**config.mk**
```make
export PLATFORM = sky130hd
export DESIGN_NAME = vga_timing_gen_flat
export DESIGN_NICKNAME = d
export VERILOG_FILES = /design/src/rtl/vga_timing_gen_if.sv /design/src/rtl/vga_timing_gen.sv /design/src/flat_wrapper.sv
export SDC_FILE = /design/constraint.sdc
export NUM_CORES = 1
export LEC_CHECK = 0
export CAP_MARGIN = 20
export CORE_MARGIN = 5
export CORE_UTILIZATION = 50
export CTS_CLUSTER_DIAMETER = 60
export DETAILED_ROUTE_END_ITERATION = 8
export MAX_ROUTING_LAYER = met4
export PLACE_DENSITY = 0.89
export SLEW_MARGIN = 0
export SYNTH_ARGS = -nofsm -noshare
export SYNTH_HDL_FRONTEND = slang
export SYNTH_SLANG_ARGS = --single-unit
```
**constraint.sdc**
```tcl
create_clock -name CLOCK_50 -period 2.5 [get_ports CLOCK_50]
set_input_delay 0.25 -clock CLOCK_50 [delete_from_list [all_inputs] [get_ports CLOCK_50]]
set_output_delay 0.25 -clock CLOCK_50 [all_outputs]
set_load 0.02 [all_outputs]
```
**src/rtl/vga_timing_gen_if.sv**
```systemverilog
// Raster timing bundle: pixel enable, coordinates, syncs, active flag and line/frame strobes.
// The generator drives it as master; downstream draw and game-logic stages consume it as slave.
interface vga_timing_gen_if;
  logic        pix_en;
  logic [9:0]  h_count;
  logic [9:0]  v_count;
  logic        VGA_HS;
  logic        VGA_VS;
  logic        active;
  logic        line_end;
  logic        frame_end;
  logic [15:0] frame_count;

  modport master (
    output pix_en, h_count, v_count, VGA_HS, VGA_VS, active,
           line_end, frame_end, frame_count
  );

  modport slave (
    input  pix_en, h_count, v_count, VGA_HS, VGA_VS, active,
           line_end, frame_end, frame_count
  );
endinterface

```
**src/rtl/vga_timing_gen.sv**
```systemverilog
// 640x480@60 raster generator on CLOCK_50 with an internal 25 MHz pixel enable. Counters are
// registered; syncs, active and strobes decode them with 0-cycle latency. Free-running, no backpressure.
module vga_timing_gen #(
  parameter int unsigned H_ACTIVE     = 640,
  parameter int unsigned H_SYNC_START = 660,
  parameter int unsigned H_SYNC_END   = 756,
  parameter int unsigned H_TOTAL      = 800,
  parameter int unsigned V_ACTIVE     = 480,
  parameter int unsigned V_SYNC_START = 494,
  parameter int unsigned V_SYNC_END   = 495,
  parameter int unsigned V_TOTAL      = 525
) (
  input  logic              CLOCK_50,
  input  logic              reset,
  vga_timing_gen_if.master  vga
);

  localparam logic [9:0] H_ACT  = 10'(H_ACTIVE);
  localparam logic [9:0] H_SS   = 10'(H_SYNC_START);
  localparam logic [9:0] H_SE   = 10'(H_SYNC_END);
  localparam logic [9:0] H_LAST = 10'(H_TOTAL - 1);
  localparam logic [9:0] V_ACT  = 10'(V_ACTIVE);
  localparam logic [9:0] V_SS   = 10'(V_SYNC_START);
  localparam logic [9:0] V_SE   = 10'(V_SYNC_END);
  localparam logic [9:0] V_LAST = 10'(V_TOTAL - 1);

  logic        pix_en_q, pix_en_d;
  logic [9:0]  h_count_q, h_count_d;
  logic [9:0]  v_count_q, v_count_d;
  logic [15:0] frame_count_q, frame_count_d;
  logic        line_end, frame_end;

  always_comb begin
    line_end      = pix_en_q && (h_count_q == H_LAST);
    frame_end     = line_end && (v_count_q == V_LAST);
    pix_en_d      = ~pix_en_q;
    h_count_d     = h_count_q;
    v_count_d     = v_count_q;
    frame_count_d = frame_count_q;
    // Wrap is compared against the last legal value so counters never reach TOTAL.
    if (pix_en_q) begin
      if (h_count_q == H_LAST) begin
        h_count_d = '0;
        v_count_d = (v_count_q == V_LAST) ? 10'd0 : v_count_q + 10'd1;
      end else begin
        h_count_d = h_count_q + 10'd1;
      end
    end
    if (frame_end) begin
      frame_count_d = frame_count_q + 16'd1;
    end
  end

  always_ff @(posedge CLOCK_50) begin
    if (reset) begin
      pix_en_q      <= 1'b0;
      h_count_q     <= '0;
      v_count_q     <= '0;
      frame_count_q <= '0;
    end else begin
      pix_en_q      <= pix_en_d;
      h_count_q     <= h_count_d;
      v_count_q     <= v_count_d;
      frame_count_q <= frame_count_d;
    end
  end

  assign vga.pix_en      = pix_en_q;
  assign vga.h_count     = h_count_q;
  assign vga.v_count     = v_count_q;
  assign vga.VGA_HS      = ~((h_count_q >= H_SS) && (h_count_q <= H_SE));
  assign vga.VGA_VS      = ~((v_count_q >= V_SS) && (v_count_q <= V_SE));
  assign vga.active      = (h_count_q < H_ACT) && (v_count_q < V_ACT);
  assign vga.line_end    = line_end;
  assign vga.frame_end   = frame_end;
  assign vga.frame_count = frame_count_q;

endmodule

```
**src/flat_wrapper.sv**
```systemverilog
// flat-port wrapper written by rule: the top's interface ports become plain ports
module vga_timing_gen_flat 
#(
  parameter int unsigned H_ACTIVE     = 640,
  parameter int unsigned H_SYNC_START = 660,
  parameter int unsigned H_SYNC_END   = 756,
  parameter int unsigned H_TOTAL      = 800,
  parameter int unsigned V_ACTIVE     = 480,
  parameter int unsigned V_SYNC_START = 494,
  parameter int unsigned V_SYNC_END   = 495,
  parameter int unsigned V_TOTAL      = 525
)
  (CLOCK_50, reset, vga_pix_en, vga_h_count, vga_v_count, vga_VGA_HS, vga_VGA_VS, vga_active, vga_line_end, vga_frame_end, vga_frame_count);
  vga_timing_gen_if vga_i ();
  input  logic CLOCK_50;
  input  logic reset;
  output wire logic [$bits(vga_i.pix_en)-1:0] vga_pix_en;
  output wire logic [$bits(vga_i.h_count)-1:0] vga_h_count;
  output wire logic [$bits(vga_i.v_count)-1:0] vga_v_count;
  output wire logic [$bits(vga_i.VGA_HS)-1:0] vga_VGA_HS;
  output wire logic [$bits(vga_i.VGA_VS)-1:0] vga_VGA_VS;
  output wire logic [$bits(vga_i.active)-1:0] vga_active;
  output wire logic [$bits(vga_i.line_end)-1:0] vga_line_end;
  output wire logic [$bits(vga_i.frame_end)-1:0] vga_frame_end;
  output wire logic [$bits(vga_i.frame_count)-1:0] vga_frame_count;
  assign vga_pix_en = vga_i.pix_en;
  assign vga_h_count = vga_i.h_count;
  assign vga_v_count = vga_i.v_count;
  assign vga_VGA_HS = vga_i.VGA_HS;
  assign vga_VGA_VS = vga_i.VGA_VS;
  assign vga_active = vga_i.active;
  assign vga_line_end = vga_i.line_end;
  assign vga_frame_end = vga_i.frame_end;
  assign vga_frame_count = vga_i.frame_count;
  vga_timing_gen #(.H_ACTIVE(H_ACTIVE), .H_SYNC_START(H_SYNC_START), .H_SYNC_END(H_SYNC_END), .H_TOTAL(H_TOTAL), .V_ACTIVE(V_ACTIVE), .V_SYNC_START(V_SYNC_START), .V_SYNC_END(V_SYNC_END), .V_TOTAL(V_TOTAL)) u_core (.CLOCK_50(CLOCK_50), .reset(reset), .vga(vga_i));
endmodule
```
== Word-level counts from Yosys, hierarchy flattened ==
Index checks and enable logic that the tools add are counted.

* Flip-flop bits (word level): 37
* Latch bits: 0
* Bits in writable memories: 0
* Bits in read-only memories: 0
* Bits of input ports: 2
* Output and inout port bits: 42
* Word-level logic and storage cells: 26
* Memories kept: 0

* Add/subtract/negate cells: 3
* $mul: 0
* Div/mod/pow operators: 0
* $lt $le $gt $ge: 6
* Equal/unequal tests: 2
* Shift operators: 0
* Multiplexer cells: 2
* Bitwise operators: 3
* Reduce and logical (&&, ||, !) cells: 6

{| class="wikitable"
|+ Operator list
! operator !! number
|-
| adder 10 x 1 -> 10 bit, second input constant || 2
|-
| == test 10 bit, second input constant || 2
|-
| 2-to-1 mux 10 bit || 2
|-
| adder 16 x 1 -> 16 bit, second input constant || 1
|-
| >= comparator 10 bit, second input constant || 1
|-
| >= comparator 10 x 9 -> 1 bit, second input constant || 1
|-
| <= comparator 10 bit, second input constant || 1
|-
| <= comparator 10 x 9 -> 1 bit, second input constant || 1
|-
| < comparator 10 bit, second input constant || 1
|-
| < comparator 10 x 9 -> 1 bit, second input constant || 1
|-
| logical AND 1 bit || 5
|-
| inverter 1 bit || 3
|-
| AND reduction 2 bit || 1
|}

== Depth between registers and ports, before layout ==
Gate-level depths: netlist (run 1).

* Depth in word-level cells: 3
* Depth in mapped cells: 8
* Depth with buffers taken out: 6

== Worst setup path before layout (run 1) ==
No wires, ideal clock.

* Path type: register -> output
* From: register u_core.h_count_q[0] (netlist: u_core.vga.h_count[0])
* To: output vga_frame_end
* Arrival: 2.199 ns
* Data required time: 2.250 ns
* Slack: 0.051 ns
* Cell stages (with the launch flop): 7
* Buffers on the path: 2
* Path through: dfxtp_1 -> ha_1 -> nand4b_1 -> or4_4 -> clkbuf_1 -> clkbuf_1 -> nor2_1

* Cells in the longest elaborated chain, start to end: 3

{| class="wikitable"
|+ Ends and longest elaborated chain
! what !! RTL line !! RTL
|-
| start, declared || vga_timing_gen.sv:28 || <nowiki>logic [9:0] h_count_q, h_count_d;</nowiki>
|-
| start signal, assigned || vga_timing_gen.sv:62 || <nowiki>h_count_q <= h_count_d;</nowiki>
|-
| == test 10 bit || vga_timing_gen.sv:34 || <nowiki>line_end = pix_en_q && (h_count_q == H_LAST);</nowiki>
|-
| logical AND 1 bit || vga_timing_gen.sv:34 ||
|-
| logical AND 1 bit || vga_timing_gen.sv:35 || <nowiki>frame_end = line_end && (v_count_q == V_LAST);</nowiki>
|-
| end, declared || flat_wrapper.sv:24 || <nowiki>output wire logic [$bits(vga_i.frame_end)-1:0] vga_frame_end;</nowiki>
|}

Every way passes these cells.

== Worst setup path after layout (run 1) ==
* From: register u_core.v_count_q[5] (netlist: u_core.vga.v_count[5])
* To: output vga_frame_end

* Cells in the longest elaborated chain, start to end: 2

{| class="wikitable"
|+ Ends and longest elaborated chain
! what !! RTL line !! RTL
|-
| start, declared || vga_timing_gen.sv:29 || <nowiki>logic [9:0] v_count_q, v_count_d;</nowiki>
|-
| start signal, assigned || vga_timing_gen.sv:63 || <nowiki>v_count_q <= v_count_d;</nowiki>
|-
| == test 10 bit || vga_timing_gen.sv:35 ||
|-
| logical AND 1 bit || vga_timing_gen.sv:35 ||
|}

Every way passes these cells.

==> metrics.txt, run 1 <==
outcome finished, final reports clean; CP required 2.25 ns; FF+latch count, synth 37; Post-Synth Adder-Cell Area 3.25%; WHS 0.482 ns; I/O Pins 44; final-report hold violation count 0; CTS sink cnt 37; Netlist cell types 35; largest family of logic cells by synthesized area simple AND/OR/NAND/NOR gates; Hold-fix buffers, CTS 0; CTS max path bufs 2; Die ar. 0.00520 sq mm; Synth Area in Simple Gates 33.1%; Synth top cells by count 37 x dfxtp_1, 22 x a21oi_1, 19 x nor2_1, 16 x or4_1, 15 x o31ai_1; count of non-filler cells in the finished layout 326; CTS H-tree lvls 2; clk_skew 0.00450 ns; WP data arrival 2.15 ns; Total GRT Usage 19.0%; vias per cell 5.84; Synth area leader dfxtp_1; global-route wire length before repair 7800 um; routed len/inst 14.2 um; Die H 72.1 um; clk_lat worst skew 0.29 ns; fin util 68.3%; Core Area 0.00369 sq mm; CP endpoint kind output port; DP Wirelength 3300 um; Mapped Cells 229; Pleak 0.000831 uW; Synth Cell Area 0.00193 sq mm; worst-path maximum fanout 7; dominant synthesized flop cell dfxtp_1; Final Setup Violations 0; Placed Cells 318; share of layout cells above drive strength 1 6.47%; Rel. slew slack 65.3%; post-synthesis async set-or-reset flop share 0%; fin crit period 2.40 ns; initial antenna violation count 0; register area share after synthesis 38.4%; top cell type's share of synthesized area 38.4%; drc violations 0; Routed Antenna Nets 0; CTS clk-pin slew, worst paths 0.07 ns; Synth Area in Compound Gates 14.7%; measured slew at the worst slew-check pin 0.517 ns; root buffer cell clkbuf_8; vias in the first global route 1723; maximum vdd drop 0.291 mV; flop2flop setup slack 0.17 ns; Port Buffer Count 43; Post-synth EDFFs 0; multiplexer area fraction after synthesis 0.519%; Die Width 72.1 um; Via Count 1904; First DRT Iteration DRCs 146; fin crit share 95.8%; Area contributors post-synth dfxtp_1 38%, or4_1 6.2%, o31ai_1 5.8%; CTS buffer count 5; unrepaired setup endpoints after global routing no; largest net degree at the start of global routing 32; diode count 0; router iterations before antenna repair 4; xor and xnor fraction of the mapped netlist area 5.91%; crit path launch type flop; TritonCTS clock tree yes; row cnt 22; f_max 417 MHz; initial core utilization 52.2%; # Post-CTS Setup Buffers 0; Routed WL 4620 um; Final Max Tran Viols 0; Syn. warnings 0; Post-Syn Area per Cell 8.41 sq um; PD cells 416 mW/mm^2; TNS Setup 0 ns; total global routing overflow 0; post-synthesis net count 236; Net count, final 284; P&R area growth vs syn 30.7%; hold crit path type flop to flop; maxcap violations 0; most frequent cell after synthesis dfxtp_1; GPL Wtd Cong 0.889; path type of the worst setup path flop to output port
[kinds of logic after synthesis]
group           after synthesis
simple gates                106
buf+inv                      19
flops                        37
mux                           1
xor+xnor                     13
compound gates               48
fa+ha+maj                     5
[sequential cells by signal (all words and copies together), names as in the netlist]
signal	flops
u_core.vga.h_count	10
u_core.vga.frame_count	16
u_core.vga.pix_en	1
u_core.vga.v_count	10
[final timing paths]
check	startpoint	to	cells past startpoint
max	u_core.vga.v_count[5]	vga_frame_end	4
min	u_core.vga.frame_count[15]	u_core.vga.frame_count[15]	2
max reg2reg	u_core.vga.v_count[5]	u_core.vga.frame_count[15]	5
min reg2reg	u_core.vga.frame_count[15]	u_core.vga.frame_count[15]	2
[critical path: stages (launching register included)]
cell and delay, ns:
dfxtp_1 0.37, or4b_4 0.57, or4_4 0.43, nor2_1 0.14
dlygate4sd2_1 0.35
[stage by stage]
| stage | setup WS [ns] | total power (uW) | instance area, sq um |
|---|---|---|---|
| 5_1_grt | 0.0389 | 1080 | 2520 |
| 3_5_place_dp | 0.156 | 657 | 2440 |
| 3_3_place_gp | 0.173 | 656 | 2440 |
| 6_report | 0.104 | 1050 | 2520 |
| 4_1_cts | 0.105 | 1050 | 2520 |
| 2_1_floorplan | 0.0512 | 635 | 1930 |
[layout by cell type, fill, tap and decap left out, types with 2 or more instances in the layout]
| master | Yosys | final |
|---|---|---|
| and3b_1 | 2 | 2 |
| xor2_1 | 6 | 6 |
| nand2_1 | 13 | 13 |
| clkbuf_1 | 11 | 3 |
| a21oi_1 | 22 | 22 |
| clkbuf_8 | 0 | 5 |
| nand4_1 | 9 | 9 |
| nor2b_1 | 2 | 2 |
| o21ai_0 | 9 | 9 |
| clkdlybuf4s50_1 | 0 | 42 |
| buf_4 | 0 | 10 |
| and2_1 | 2 | 2 |
| nor4_1 | 3 | 3 |
| nand2b_1 | 2 | 2 |
| xnor2_1 | 7 | 7 |
| ha_1 | 5 | 5 |
| o31ai_1 | 15 | 15 |
| inv_1 | 7 | 7 |
| nand3_1 | 13 | 13 |
| dfxtp_1 | 37 | 37 |
| or3_1 | 5 | 5 |
| and4_1 | 6 | 6 |
| or4_1 | 16 | 16 |
| and3_1 | 5 | 5 |
| nor2_1 | 19 | 19 |
[layer usage]
| layer | up-vias | GRT usage [%] | wire [um] |
|---|---|---|---|
| met2 | 58 | 28.8 | 2090 |
| met1 | 889 | 25.0 | 2150 |
| met3 | 8 | 4.57 | 320 |
| met5 | - | - | 0 |
| li1 | 949 | - | - |
| met4 | 0 | 5.64 | 62 |
[what timing repair did]
action / in CTS / in global routing
resized for setup: 1 / 0
endpoints found under the hold margin: 0 / 0
endpoints found under the setup margin: 1 / 0
[where the power goes]
group	internal [uW]	switching [uW]	leakage (uW)
registers	593	2.07	0.000298
clock network	198	207	0.0000395
logic	20.5	26.7	0.000493
[final cells by class]
cell class | instances | area (sq um)
clock buffer | 8 | 80.1
sequential | 37 | 741
multi-input combinational | 173 | 1110
timing repair buffer | 53 | 504
fill | 316 | 1170
inverter | 7 | 26.3
tap | 48 | 60.1
(Power assumes the default switching activity.)
==> run 2: changes to the inputs <==
--- a/config.mk
+++ b/config.mk
@@ -12,6 +12,7 @@
 export DETAILED_ROUTE_END_ITERATION = 8
 export MAX_ROUTING_LAYER = met4
 export PLACE_DENSITY = 0.89
+export SKIP_LAST_GASP = 1
 export SLEW_MARGIN = 0
 export SYNTH_ARGS = -nofsm -noshare
 export SYNTH_HDL_FRONTEND = slang
==> results of run 2 <==
No change in the layout: final DEF, timing and power equal those of run 1.
